### src/rtl/l15_router_mem_rr.sv
// l15_router_mem_rr
// Router between one L2 port and NUM_CORES L1.5 ports, plus a small
// behavioural backing memory.
//
// Down path (registered, one-cycle latency): an accepted msg2 is turned into
// per-core messages. INV_FWD goes to every sharer in share_list. DATA_ACK
// goes to cache_owner, and every other core gets NODATA_ACK. Any other
// non-memory type goes to cache_owner only. LOAD_MEM/STORE_MEM are not
// forwarded. The memory FSM consumes them instead.
//
// Up path: msg1 and msg3 have independent round-robin arbiters with
// combinational select. While the memory FSM is presenting a response, it
// owns msg3 outright.
//
// Handshakes: a message moves when its type is not EMPTY and the matching
// ready is 1 in the same cycle. Senders hold type, data and tag steady until
// that cycle. On the down path, msg2_ready is low while the memory FSM is
// busy. On the up path, core_msgX_grant[i] marks the cycle in which core i's
// request moved to L2.
//
// Ports
//   clk, rst                      clock, asynchronous active-low reset
//   msg2_*, mesi_send             L2 -> router message, cache_owner/share_list
//                                 select the receiving cores
//   msg2_ready                    router can accept msg2 (memory FSM idle)
//   core_msg2_*, core_mesi_send   per-core down messages, core i at slice i
//   core_msg1_*, core_msg3_*      per-core up requests
//   core_msg1/3_grant             one-hot: that core's request was consumed
//   msg1_*, msg3_*                arbitrated up messages to L2, source=core
//   msg1_ready, msg3_ready        L2 accepts the up message
//   owner_err                     sticky: a unicast named a nonexistent core
//   mem_state                     memory FSM state, for observation only

`ifndef MSG_WIDTH
`define MSG_WIDTH 8
`endif
`ifndef DATA_WIDTH
`define DATA_WIDTH 64
`endif
`ifndef TAG_WIDTH
`define TAG_WIDTH 4
`endif
`ifndef MESI_WIDTH
`define MESI_WIDTH 2
`endif

module l15_router_mem_rr #(
  parameter int NUM_CORES = 4,
  parameter int MSG_W     = `MSG_WIDTH,
  parameter int DATA_W    = `DATA_WIDTH,
  parameter int TAG_W     = `TAG_WIDTH,
  parameter int MESI_W    = `MESI_WIDTH,
  parameter int MEM_LAT   = 2,
  localparam int SRC_W    = $clog2(NUM_CORES)
) (
  input  logic                          clk,
  input  logic                          rst,
  input  logic [MSG_W-1:0]              msg2_type,
  input  logic [DATA_W-1:0]             msg2_data,
  input  logic [TAG_W-1:0]              msg2_tag,
  input  logic [MESI_W-1:0]             mesi_send,
  input  logic [SRC_W-1:0]              cache_owner,
  input  logic [NUM_CORES-1:0]          share_list,
  output logic                          msg2_ready,
  output logic [NUM_CORES*MSG_W-1:0]    core_msg2_type,
  output logic [NUM_CORES*DATA_W-1:0]   core_msg2_data,
  output logic [NUM_CORES*TAG_W-1:0]    core_msg2_tag,
  output logic [NUM_CORES*MESI_W-1:0]   core_mesi_send,
  input  logic [NUM_CORES*MSG_W-1:0]    core_msg1_type,
  input  logic [NUM_CORES*DATA_W-1:0]   core_msg1_data,
  input  logic [NUM_CORES*TAG_W-1:0]    core_msg1_tag,
  output logic [NUM_CORES-1:0]          core_msg1_grant,
  input  logic [NUM_CORES*MSG_W-1:0]    core_msg3_type,
  input  logic [NUM_CORES*DATA_W-1:0]   core_msg3_data,
  input  logic [NUM_CORES*TAG_W-1:0]    core_msg3_tag,
  output logic [NUM_CORES-1:0]          core_msg3_grant,
  output logic [MSG_W-1:0]              msg1_type,
  output logic [DATA_W-1:0]             msg1_data,
  output logic [TAG_W-1:0]              msg1_tag,
  output logic [SRC_W-1:0]              msg1_source,
  input  logic                          msg1_ready,
  output logic [MSG_W-1:0]              msg3_type,
  output logic [DATA_W-1:0]             msg3_data,
  output logic [TAG_W-1:0]              msg3_tag,
  output logic [SRC_W-1:0]              msg3_source,
  input  logic                          msg3_ready,
  output logic                          owner_err,
  output logic [1:0]                    mem_state
);

  // Message type encodings
  localparam logic [MSG_W-1:0] MSG_EMPTY         = MSG_W'(0);
  localparam logic [MSG_W-1:0] MSG_INV_FWD       = MSG_W'(1);
  localparam logic [MSG_W-1:0] MSG_DATA_ACK      = MSG_W'(2);
  localparam logic [MSG_W-1:0] MSG_NODATA_ACK    = MSG_W'(3);
  localparam logic [MSG_W-1:0] MSG_LOAD_MEM      = MSG_W'(4);
  localparam logic [MSG_W-1:0] MSG_STORE_MEM     = MSG_W'(5);
  localparam logic [MSG_W-1:0] MSG_LOAD_MEM_ACK  = MSG_W'(6);
  localparam logic [MSG_W-1:0] MSG_STORE_MEM_ACK = MSG_W'(7);

  localparam int MEM_DEPTH = 2 ** TAG_W;
  localparam int CNT_W = (MEM_LAT > 1) ? $clog2(MEM_LAT) : 1;
  // One extra bit so the owner range check is meaningful for any core count
  localparam logic [SRC_W:0] CORES_LIM = (SRC_W+1)'(NUM_CORES);

  typedef enum logic [1:0] {
    S_IDLE = 2'd0,
    S_WAIT = 2'd1,
    S_RESP = 2'd2
  } mem_state_t;

  mem_state_t              mem_st;
  logic [CNT_W-1:0]        mem_cnt;
  logic [MSG_W-1:0]        rsp_type;
  logic [DATA_W-1:0]       rsp_data;
  logic [TAG_W-1:0]        rsp_tag;
  logic [DATA_W-1:0]       mem [MEM_DEPTH];

  logic                    msg2_acc;
  logic                    msg2_is_mem;
  logic                    owner_ok;
  logic                    mem_resp;

  logic [SRC_W-1:0]        m1_ptr, m3_ptr;
  logic [SRC_W-1:0]        m1_win, m3_win;
  logic                    m1_found, m3_found;

  assign msg2_ready  = (mem_st == S_IDLE);
  assign msg2_acc    = (msg2_type != MSG_EMPTY) && msg2_ready;
  assign msg2_is_mem = (msg2_type == MSG_LOAD_MEM) || (msg2_type == MSG_STORE_MEM);
  assign owner_ok    = ({1'b0, cache_owner} < CORES_LIM);
  assign mem_resp    = (mem_st == S_RESP);
  assign mem_state   = mem_st;

  // ---------------------------------------------------------------------
  // Down path. Types clear every cycle, so each delivery is one cycle wide.
  // Data/tag/mesi are broadcast to every slice on a delivery. Only the
  // type slice marks which cores actually received the message.
  // ---------------------------------------------------------------------
  always_ff @(posedge clk or negedge rst) begin
    if (!rst) begin
      for (int i = 0; i < NUM_CORES; i++) begin
        core_msg2_type[i*MSG_W +: MSG_W]   <= MSG_EMPTY;
        core_msg2_data[i*DATA_W +: DATA_W] <= '0;
        core_msg2_tag[i*TAG_W +: TAG_W]    <= '0;
        core_mesi_send[i*MESI_W +: MESI_W] <= '0;
      end
      owner_err <= 1'b0;
    end else begin
      for (int i = 0; i < NUM_CORES; i++) begin
        core_msg2_type[i*MSG_W +: MSG_W] <= MSG_EMPTY;
      end
      if (msg2_acc && !msg2_is_mem) begin
        for (int i = 0; i < NUM_CORES; i++) begin
          core_msg2_data[i*DATA_W +: DATA_W] <= msg2_data;
          core_msg2_tag[i*TAG_W +: TAG_W]    <= msg2_tag;
          core_mesi_send[i*MESI_W +: MESI_W] <= mesi_send;
        end
        if (msg2_type == MSG_INV_FWD) begin
          for (int i = 0; i < NUM_CORES; i++) begin
            if (share_list[i]) core_msg2_type[i*MSG_W +: MSG_W] <= MSG_INV_FWD;
          end
        end else if (!owner_ok) begin
          // Nothing is delivered for a nonexistent owner, not even NODATA_ACKs
          owner_err <= 1'b1;
        end else begin
          for (int i = 0; i < NUM_CORES; i++) begin
            if (SRC_W'(i) == cache_owner)
              core_msg2_type[i*MSG_W +: MSG_W] <= msg2_type;
            else if (msg2_type == MSG_DATA_ACK)
              core_msg2_type[i*MSG_W +: MSG_W] <= MSG_NODATA_ACK;
          end
        end
      end
    end
  end

  // ---------------------------------------------------------------------
  // Memory FSM. The array is read or written at the accept edge. The
  // response waits out the latency and is held until msg3_ready.
  // ---------------------------------------------------------------------
  always_ff @(posedge clk or negedge rst) begin
    if (!rst) begin
      mem_st   <= S_IDLE;
      mem_cnt  <= '0;
      rsp_type <= MSG_EMPTY;
      rsp_data <= '0;
      rsp_tag  <= '0;
      for (int i = 0; i < MEM_DEPTH; i++) mem[i] <= '0;
    end else begin
      case (mem_st)
        S_IDLE: begin
          if (msg2_acc && msg2_is_mem) begin
            rsp_tag <= msg2_tag;
            if (msg2_type == MSG_STORE_MEM) begin
              mem[msg2_tag] <= msg2_data;
              rsp_data      <= msg2_data;
              rsp_type      <= MSG_STORE_MEM_ACK;
            end else begin
              rsp_data <= mem[msg2_tag];
              rsp_type <= MSG_LOAD_MEM_ACK;
            end
            if (MEM_LAT == 1) begin
              mem_st <= S_RESP;
            end else begin
              mem_st  <= S_WAIT;
              mem_cnt <= CNT_W'(MEM_LAT - 1);
            end
          end
        end
        S_WAIT: begin
          if (mem_cnt == CNT_W'(1)) mem_st <= S_RESP;
          else mem_cnt <= mem_cnt - 1'b1;
        end
        S_RESP: begin
          if (msg3_ready) mem_st <= S_IDLE;
        end
        default: mem_st <= S_IDLE;
      endcase
    end
  end

  // ---------------------------------------------------------------------
  // Round-robin select: the first non-EMPTY request at or after the pointer
  // wins, wrapping from core NUM_CORES-1 back to core 0.
  // ---------------------------------------------------------------------
  function automatic int rr_idx(input logic [SRC_W-1:0] p, input int k);
    return (int'(p) + k) % NUM_CORES;
  endfunction

  function automatic logic [SRC_W-1:0] next_idx(input logic [SRC_W-1:0] w);
    if (int'(w) == NUM_CORES - 1) return '0;
    else return w + 1'b1;
  endfunction

  always_comb begin
    m1_found = 1'b0;
    m1_win   = '0;
    m3_found = 1'b0;
    m3_win   = '0;
    for (int k = 0; k < NUM_CORES; k++) begin
      if (!m1_found && core_msg1_type[rr_idx(m1_ptr, k)*MSG_W +: MSG_W] != MSG_EMPTY) begin
        m1_found = 1'b1;
        m1_win   = SRC_W'(rr_idx(m1_ptr, k));
      end
      if (!m3_found && core_msg3_type[rr_idx(m3_ptr, k)*MSG_W +: MSG_W] != MSG_EMPTY) begin
        m3_found = 1'b1;
        m3_win   = SRC_W'(rr_idx(m3_ptr, k));
      end
    end
  end

  always_comb begin
    msg1_type       = MSG_EMPTY;
    msg1_data       = '0;
    msg1_tag        = '0;
    msg1_source     = '0;
    core_msg1_grant = '0;
    if (m1_found) begin
      msg1_type   = core_msg1_type[int'(m1_win)*MSG_W +: MSG_W];
      msg1_data   = core_msg1_data[int'(m1_win)*DATA_W +: DATA_W];
      msg1_tag    = core_msg1_tag[int'(m1_win)*TAG_W +: TAG_W];
      msg1_source = m1_win;
      if (msg1_ready) core_msg1_grant[m1_win] = 1'b1;
    end
  end

  // The memory response pre-empts every core on msg3.
  always_comb begin
    msg3_type       = MSG_EMPTY;
    msg3_data       = '0;
    msg3_tag        = '0;
    msg3_source     = '0;
    core_msg3_grant = '0;
    if (mem_resp) begin
      msg3_type = rsp_type;
      msg3_data = rsp_data;
      msg3_tag  = rsp_tag;
    end else if (m3_found) begin
      msg3_type   = core_msg3_type[int'(m3_win)*MSG_W +: MSG_W];
      msg3_data   = core_msg3_data[int'(m3_win)*DATA_W +: DATA_W];
      msg3_tag    = core_msg3_tag[int'(m3_win)*TAG_W +: TAG_W];
      msg3_source = m3_win;
      if (msg3_ready) core_msg3_grant[m3_win] = 1'b1;
    end
  end

  always_ff @(posedge clk or negedge rst) begin
    if (!rst) begin
      m1_ptr <= '0;
      m3_ptr <= '0;
    end else begin
      if (m1_found && msg1_ready) m1_ptr <= next_idx(m1_win);
      if (!mem_resp && m3_found && msg3_ready) m3_ptr <= next_idx(m3_win);
    end
  end

endmodule
### config.mk
export PLATFORM = sky130hd
export DESIGN_NAME = l15_router_mem_rr
export DESIGN_NICKNAME = d
export VERILOG_FILES = /design/src/rtl/l15_router_mem_rr.sv
export SDC_FILE = /design/constraint.sdc
export NUM_CORES = 2
export LEC_CHECK = 0
export ABC_AREA = 1
export CAP_MARGIN = 20
export CORE_AREA = 4 4 456 458
export DETAILED_ROUTE_END_ITERATION = 8
export DIE_AREA = 0 0 460 462
export GPL_TIMING_DRIVEN = 1
export MAX_ROUTING_LAYER = met4
export PLACE_DENSITY = 0.51
export SLEW_MARGIN = 20
export SYNTH_ARGS = -nofsm -noshare
export SYNTH_HDL_FRONTEND = slang
export SYNTH_SLANG_ARGS = --single-unit
### constraint.sdc
create_clock -name clk -period 2.75 [get_ports clk]
set_clock_uncertainty 0.05 [all_clocks]
set_input_delay 0.275 -clock clk [delete_from_list [all_inputs] [get_ports clk]]
set_output_delay 0.275 -clock clk [all_outputs]
set_load 0.02 [all_outputs]
Word level (Yosys, flattened, before mapping)
Cells that the tools add are included.
{ "word_totals": {"register_bits": 1419, "in_bits": 696, "output_inout_bits": 480, "wordCells": 188} }
{ "op_classes": {"n_addsub": 9, "order_cmp": 6, "eq_ne": 14, "n_shift": 14, "muxes": 65, "bitwise_logic": 7, "n_reduce_logical": 46} }
{ "ops": {"columns": ["op", "n"], "rows": [
  ["1024-bit bitwise mux", 1],
  ["256-bit by 9-bit variable part select with 64-bit output", 2],
  ["64-bit 2-to-1 mux", 7],
  ["32-bit by 6-bit variable part select with 8-bit output", 10],
  ["64-bit binary-select mux with 4-bit select", 1],
  ["64-bit demux with 4-bit select", 1],
  ["8-bit nonzero test", 9],
  ["32-bit 2-to-1 mux", 2],
  ["8-bit 2-to-1 mux", 7],
  ["2-bit 2-to-1 mux", 17],
  ["4-bit 2-to-1 mux", 8],
  ["16-bit by 5-bit variable part select with 4-bit output", 2],
  ["1-bit 2-to-1 mux", 17],
  ["8-bit by 3-bit == test with 1-bit output, second input constant", 2],
  ["1-bit logical AND", 15],
  ["2-bit OR reduction", 6],
  ["2-bit by 1-bit adder with 2-bit output, second input constant", 4],
  ["2-bit adder, second input constant", 4],
  ["8-bit by 1-bit == test with 1-bit output, second input constant", 1],
  ["8-bit by 2-bit == test with 1-bit output, second input constant", 1],
  ["1-bit logical NOT", 8],
  ["1-bit AND, first input constant", 6],
  ["2-bit by 1-bit == test with 1-bit output, second input constant", 3],
  ["2-bit by 3-bit < comparator with 1-bit output, second input constant", 2],
  ["18 further kinds", 25]
]} }

Logic depth before layout (Yosys ltp)
{ "logic_depth": {"word_depth": 20, "mapped_depth": 20} }

Worst setup path after synthesis
Ideal clock, no wire load.
{ "synth_timing": {"path_type": "register to output", "startpoint": "register m1_ptr[0]", "endpoint": "output port core_msg1_grant[0]", "arrival_ns": 2.345, "required_ns": 2.425, "setup_slack_ns": 0.080, "stages_incl_launch_ff": 17, "path_cell_list": "dfrtp_1 buf_4 buf_6 buf_2 o21ai_0 nor2_1 nand3_1 nand2_1 nand2_1 nand4_1 or2_1 nand2_1 buf_4 buf_2 ha_1 nand2_1 nor2_1"} }
{ "synth_via": {"elab_chain_len": 19} }
{ "synth_lines": {"columns": ["element", "line", "source"], "rows": [
  ["start, declared", "124", "logic [SRC_W-1:0] m1_ptr, m3_ptr;"],
  ["start signal, assigned", "293", "if (m1_found && msg1_ready) m1_ptr <= next_idx(m1_win);"],
  ["2-bit by 1-bit adder with 2-bit output", "228", "return (int'(p) + k) % NUM_CORES;"],
  ["2-bit OR reduction (no line)", null, null],
  ["1-bit AND (no line)", null, null],
  ["32-bit by 6-bit variable part select with 8-bit output", "242", "if (!m1_found && core_msg1_type[rr_idx(m1_ptr, k)*MSG_W +: MSG_W] != MSG_EMPTY) begin"],
  ["8-bit nonzero test", "242", null],
  ["1-bit logical AND", "242", null],
  ["1-bit 2-to-1 mux", "242", null],
  ["1-bit logical NOT", "242", null],
  ["(+3 left out)", null, null],
  ["1-bit logical AND", "242", null],
  ["2-bit 2-to-1 mux", "242", null],
  ["2-bit by 3-bit < comparator with 1-bit output (not written as such) / 2-bit by 1-bit greater-or-equal comparator with 1-bit output (equally long branches)", "264", "if (msg1_ready) core_msg1_grant[m1_win] = 1'b1;"],
  ["1-bit logical AND (not written as such)", "264", null],
  ["1-bit 2-to-1 mux (not written as such)", "264", null],
  ["1-bit demux with 2-bit select", "264", null],
  ["4-bit 2-to-1 mux", "264", null],
  ["4-bit 2-to-1 mux *", "259", "if (m1_found) begin"],
  ["end, declared", "72", "output logic [NUM_CORES-1:0] core_msg1_grant,"]
]} }
Mark *: on every way between the ends. The rest lies on a longest branch, timed or not.

Worst setup path after layout
{ "layout_timing": {"startpoint": "register m1_ptr[0]", "endpoint": "output port msg1_data[46]"} }
{ "layout_via": {"elab_chain_len": 15} }
{ "layout_lines": {"columns": ["element", "line", "source"], "rows": [
  ["2-bit by 1-bit adder with 2-bit output", "228", null],
  ["2-bit OR reduction (no line)", null, null],
  ["1-bit AND (no line)", null, null],
  ["32-bit by 6-bit variable part select with 8-bit output", "242", null],
  ["8-bit nonzero test", "242", null],
  ["1-bit logical AND", "242", null],
  ["1-bit 2-to-1 mux", "242", null],
  ["1-bit logical NOT", "242", null],
  ["1-bit logical AND", "242", null],
  ["1-bit 2-to-1 mux", "242", null],
  ["1-bit logical NOT", "242", null],
  ["1-bit logical AND", "242", null],
  ["2-bit 2-to-1 mux", "242", null],
  ["256-bit by 9-bit variable part select with 64-bit output", "261", "msg1_data = core_msg1_data[int'(m1_win)*DATA_W +: DATA_W];"],
  ["64-bit 2-to-1 mux *", "259", null],
  ["end, declared", "78", "output logic [DATA_W-1:0] msg1_data,"]
]} }
Marks and branches as above.

==> results.md <==
Finish:
- The number of nets at the end of the flow is between 9,000 and 10,000.
- The area added between synthesis and finish is 53.47%.
- The proportion of layout cells with a drive suffix above 1 is 20.77%.

Timing:
- Setup repair after global routing could not meet its margin everywhere.
- The worst hold margin is 0.06409 ns.
- The final count of hold timing violations is 0.
- The number of slew-limit violations in the final report is 0.
- The highest attainable clock frequency is 234.6 MHz.
- The final critical delay including setup and external delays is 4.262 ns.
- At the pin with the least slew margin, the transition time is 0.9430 ns.
- After layout, the worst path uses 155.0% of the clock period.
- Setup violations remaining at the end of the flow were counted as approximately 170.
- The worst slew slack as a fraction of its limit is 35.50%.
- The worst path setup slack after routing is -1.512 ns.

Pwr:
- The portion of total power attributed to the clock network is 27.0%.
- The analysis attributes to cell leakage a power of around 0.042 uW.
- The internal portion of the total power is 42,150 uW.
- The sum of internal, switching and leakage power is 68,280 uW.
- For this design the ratio of total power to cell area is 737.7 mW/mm^2.
- Net switching is a little under two fifths of the power.
- Registers are responsible for 26.5% of the overall power.
- The net switching power is 26,130 uW.
- The worst ir drop on vdd is 0.6504 mV.
- Per report_power, the combinational group accounts for 46.5% of the total.

Floorplan:
- The initial cell density of the core is 29.57%.
- From bottom edge to top edge, the die measures ~460 microns.
- From left edge to right edge, the die measures 460 microns.
- The floorplan die area is 0.2125 sq mm.
- 1,176 I/O pins were placed.
- The number of standard-cell rows in the floorplan is around 170.
- The core region is 0.2040 sq mm.

Hold path:
- Along the worst hold path, the cell count comes to 3.
- The min-delay analysis places its worst path in the category input port to flop.
- The startpoint identified for the worst hold timing path is mesi_send[0].
- For hold timing, the worst endpoint is core_mesi_send[6].

Route:
- The number of remaining DRC errors is 0.
- The total number of vias is 63,834.
- The detailed-route vias per instance is 5.411.
- The routed wirelength normalized by instance count is approximately 32 microns.
- The detailed-route wire length is between 300 and 400 mm.
- The pre-antenna-repair detailed-routing pass consisted of 6 iterations.
- In this run the remaining antenna-violating nets after routing total 0.
- The first-iteration detailed-routing DRC count is 7,732.

Status:
- The final reports fail on setup timing.
- The run finished, with violations left.

Critical path:
- Data on the critical path arrives at its endpoint at 3.94 ns.
- Of all nets on the critical path, the largest fanout is 75.
- In this design, the stage delay of the slowest critical-path cell is ~0.50 ns.
- The library cell appearing most often on the critical path is sky130_fd_sc_hd__buf_12.
- The source of the worst register-to-register timing path is m1_ptr[0].
- The data required time at the worst endpoint is 2.42 ns.
- The worst register-to-register path ends at m1_ptr[1].
- The path depth of the worst reg2reg path is 18.
- The worst setup path is of the flop to primary output kind.
- The critical path goes through buf_12 -> buf_8 -> o21ai_0 -> nand2_1 -> nor2_2 -> nand2_2 -> nand2_4 -> inv_2 -> nand2_2 -> nand2_1 -> nand2_4 -> buf_12 -> nand4_1 -> nand3_4 -> a21oi_4 -> buf_12 -> buf_12.
- The type of element launching the critical path is a flop.
- The worst register-to-register path has a setup slack of -0.22 ns.
- The gate family responsible for the most delay along the worst path is simple AND/OR/NAND/NOR gates.
- The worst setup path is captured at a primary output.
- The critical path contains buffers and inverters numbering 6 combined.
- The cell at the slowest stage of the critical path is sky130_fd_sc_hd__nand4_1.

Synth:
- For this run, the register share of the synthesized area comes to 49.92%.
- Of all flip-flops after synthesis, the portion carrying an async set or reset was 100.0%.
- The most common flop cell mapped by yosys is sky130_fd_sc_hd__dfrtp_1.
- The net count after synthesis is 8,305.
- In this run the cell area of the synthesized design comes to 0.06031 sq mm.
- The mean post-synth cell area is 7.934 sq um.
- The number of warning messages in the yosys log is 0.
- The total of flip-flops plus latches after synthesis is about 1,200.
- Synthesis produced a netlist whose cell count is 7,601.
- Counting distinct cell types in the post-synthesis netlist gives 40.
- Yosys mapped a number of flops with a built-in enable equal to 0.

Global route:
- The leftover overflow at the end of global routing is 0.
- The via count of the first global-routing pass came to 59,470.
- In the global route stage, overall resource usage came out at 34.53%.
- Entering global routing, the biggest net connects 100 pins.
- The first-pass GRT wire length is 501.2 mm.
- The initial antenna violation count was 67.

Clock tree:
- At the later pin of the worst-skew pair, clock insertion delay measures around 0.8 ns.
- The maximum buffer depth of the clock tree is 3.
- The H-tree depth reported by CTS is 4.
- TritonCTS built the clock tree.
- The clock net sink count is 1,203.
- The total clock buffers created by CTS is 135.
- The tree is rooted in a sky130_fd_sc_hd__clkbuf_16.
- The clock edge transition at the registers on the reported setup and hold paths is 0.06 ns.

Place:
- The detailed placer's ending HPWL is roughly 280 mm.
- The congestion estimate from routability-driven global placement came to approximately 1.1.
- Buffers placed on the I/O ports in this run total between 1,000 and 1,500.

Run:
- Across the run, the number of max-cap violations was 0.
## cells by family (layout without fill, tap and decap cells)
group           after synthesis  in the layout  synth area share [%]
xor+xnor                      3              3               0.08092
fa+ha+maj                     8              8                0.1660
compound gates             1879           1879                 17.64
simple gates               3221           3222                 22.31
flops                      1203           1203                 49.92
other cells                   1             43              0.006218
buf+inv                    1286           2752                 9.886
## cell type report
| type | instances | area (sq um) |
|---|---|---|
| Fill cell | 19640 | 111400 |
| Sequential cell | 1203 | 30110 |
| Multi-Input combinational cell | 5113 | 28530 |
| Timing Repair Buffer | 2098 | 24360 |
| Clock buffer | 195 | 3925 |
| Tap cell | 2688 | 3363 |
| Inverter | 425 | 1643 |
| Clock inverter | 34 | 519.2 |
| Antenna cell | 42 | 105.1 |
## worst max path at each step
stage                     depth (start not counted)               start                 end  slack [ns]
after CTS                                        21           m3_ptr[0]       msg3_data[50]       -1.54
after global placement                           19  core_msg3_type[17]       msg3_data[40]       -1.43
after detailed placement                         19  core_msg3_type[17]       msg3_data[40]       -1.44
after global routing                             17           m1_ptr[0]       msg1_data[46]       -1.61
after floorplan                                  16           m1_ptr[0]  core_msg1_grant[0]        0.08
final                                            17           m1_ptr[0]       msg1_data[46]       -1.51
## cell usage after synthesis (all sizes together), types with 2 or more instances
master / instances / area share (%)
a211oi: 24 / 0.30
nand4: 217 / 2.3
buf: 446 / 4.7
nor2: 104 / 0.66
nand3: 580 / 4.8
dfrtp: 1203 / 50
inv: 424 / 2.6
a22oi: 384 / 4.8
nor4: 3 / 0.031
a21oi: 128 / 1.1
ha: 8 / 0.17
a21boi: 16 / 0.20
or2: 2 / 0.021
o21ai: 1278 / 11
nor4b: 3 / 0.044
clkbuf: 415 / 2.6
nand3b: 4 / 0.050
nor3: 27 / 0.22
a2111oi: 36 / 0.52
xnor2: 2 / 0.054
o211ai: 8 / 0.10
nand2: 2281 / 14
## timing repair
action,CTS,global route
endpoints found under the hold margin,624,0
pin swaps,66,202
setup endpoints to repair,167,187
buffers inserted,52,88
gates resized for setup,495,789
gates cloned,38,23
hold buffers,3,0
## cells in the final DEF, fill, tap and decap left out, types with 24 or more instances in the layout
cell type                         synthesis  routed
sky130_fd_sc_hd__nand3_1                579     290
sky130_fd_sc_hd__a2111oi_0               36      34
sky130_fd_sc_hd__a21oi_4                  0      55
sky130_fd_sc_hd__clkbuf_8                 0      30
sky130_fd_sc_hd__nand3_4                  0     139
sky130_fd_sc_hd__buf_12                   0     325
sky130_fd_sc_hd__inv_1                  416     408
sky130_fd_sc_hd__nand2_2                  3      94
sky130_fd_sc_hd__buf_6                    2     119
sky130_fd_sc_hd__buf_8                    0      38
sky130_fd_sc_hd__clkbuf_1               414      29
sky130_fd_sc_hd__nand4_1                217     217
sky130_fd_sc_hd__a21oi_1                128      56
sky130_fd_sc_hd__nand2_4                  0      58
sky130_fd_sc_hd__clkbuf_16                0     157
sky130_fd_sc_hd__a22oi_1                384     384
sky130_fd_sc_hd__o21ai_1                 46      53
sky130_fd_sc_hd__nor2_1                 102      70
sky130_fd_sc_hd__buf_16                   0      41
sky130_fd_sc_hd__a211oi_1                24      24
sky130_fd_sc_hd__nor3_1                  27      25
sky130_fd_sc_hd__nand2_1               2278    2120
sky130_fd_sc_hd__diode_2                  0      42
sky130_fd_sc_hd__clkdlybuf4s50_1          0    1009
sky130_fd_sc_hd__o21ai_0               1232    1212
sky130_fd_sc_hd__nand3_2                  1     151
sky130_fd_sc_hd__dfrtp_1               1203    1202
sky130_fd_sc_hd__buf_4                  242     531
## worst min-delay path, cell delays in order
cell	delay, ns
sky130_fd_sc_hd__clkdlybuf4s50_1	0.45
sky130_fd_sc_hd__nand2_1	0.09
sky130_fd_sc_hd__nand2_1	0.04
## stage by stage
stage | setup WS (ns) | instances | setup TNS [ns] | area (sq um) | utilization, %
floorplan | 0.07998 | 7601 | 0 | 60310 | -
global placement | -1.432 | 11352 | -295.17 | 80560 | 39.50
detailed placement | -1.440 | 11352 | -297.66 | 80560 | 39.50
CTS | -1.539 | 11672 | -226.20 | 88280 | 43.28
global route | -1.612 | 11794 | -235.75 | 92540 | 45.37
finish | -1.512 | 11798 | -215.36 | 92550 | 45.38
## per-layer routing
metal / GRT usage [%] / part of all wire (%)
met1: 45.25 / 42
met2: 51.20 / 44
met3: 9.325 / 9.7
met4: 12.54 / 4.4
met5: - / 0
## power by group through the flow
stage	registers [uW]	clock network (uW)	logic (uW)
global placement	18400	0	24100
global route	18100	19400	32400
CTS	18100	18700	27500
finish	18100	18400	31700
floorplan	18400	0	6730
detailed placement	18400	0	23900
## flip-flops by register name, summed over array words and instances, names as in the netlist
signal	cells
core_msg2_type	32
rsp_tag	4
core_msg2_data	64
mem_state	2
core_msg2_tag	4
mem_cnt	1
mem	1024
rsp_type	2
core_mesi_send	2
m1_ptr	2
m3_ptr	2
rsp_data	64
Power figures use the tool's default switching activity.
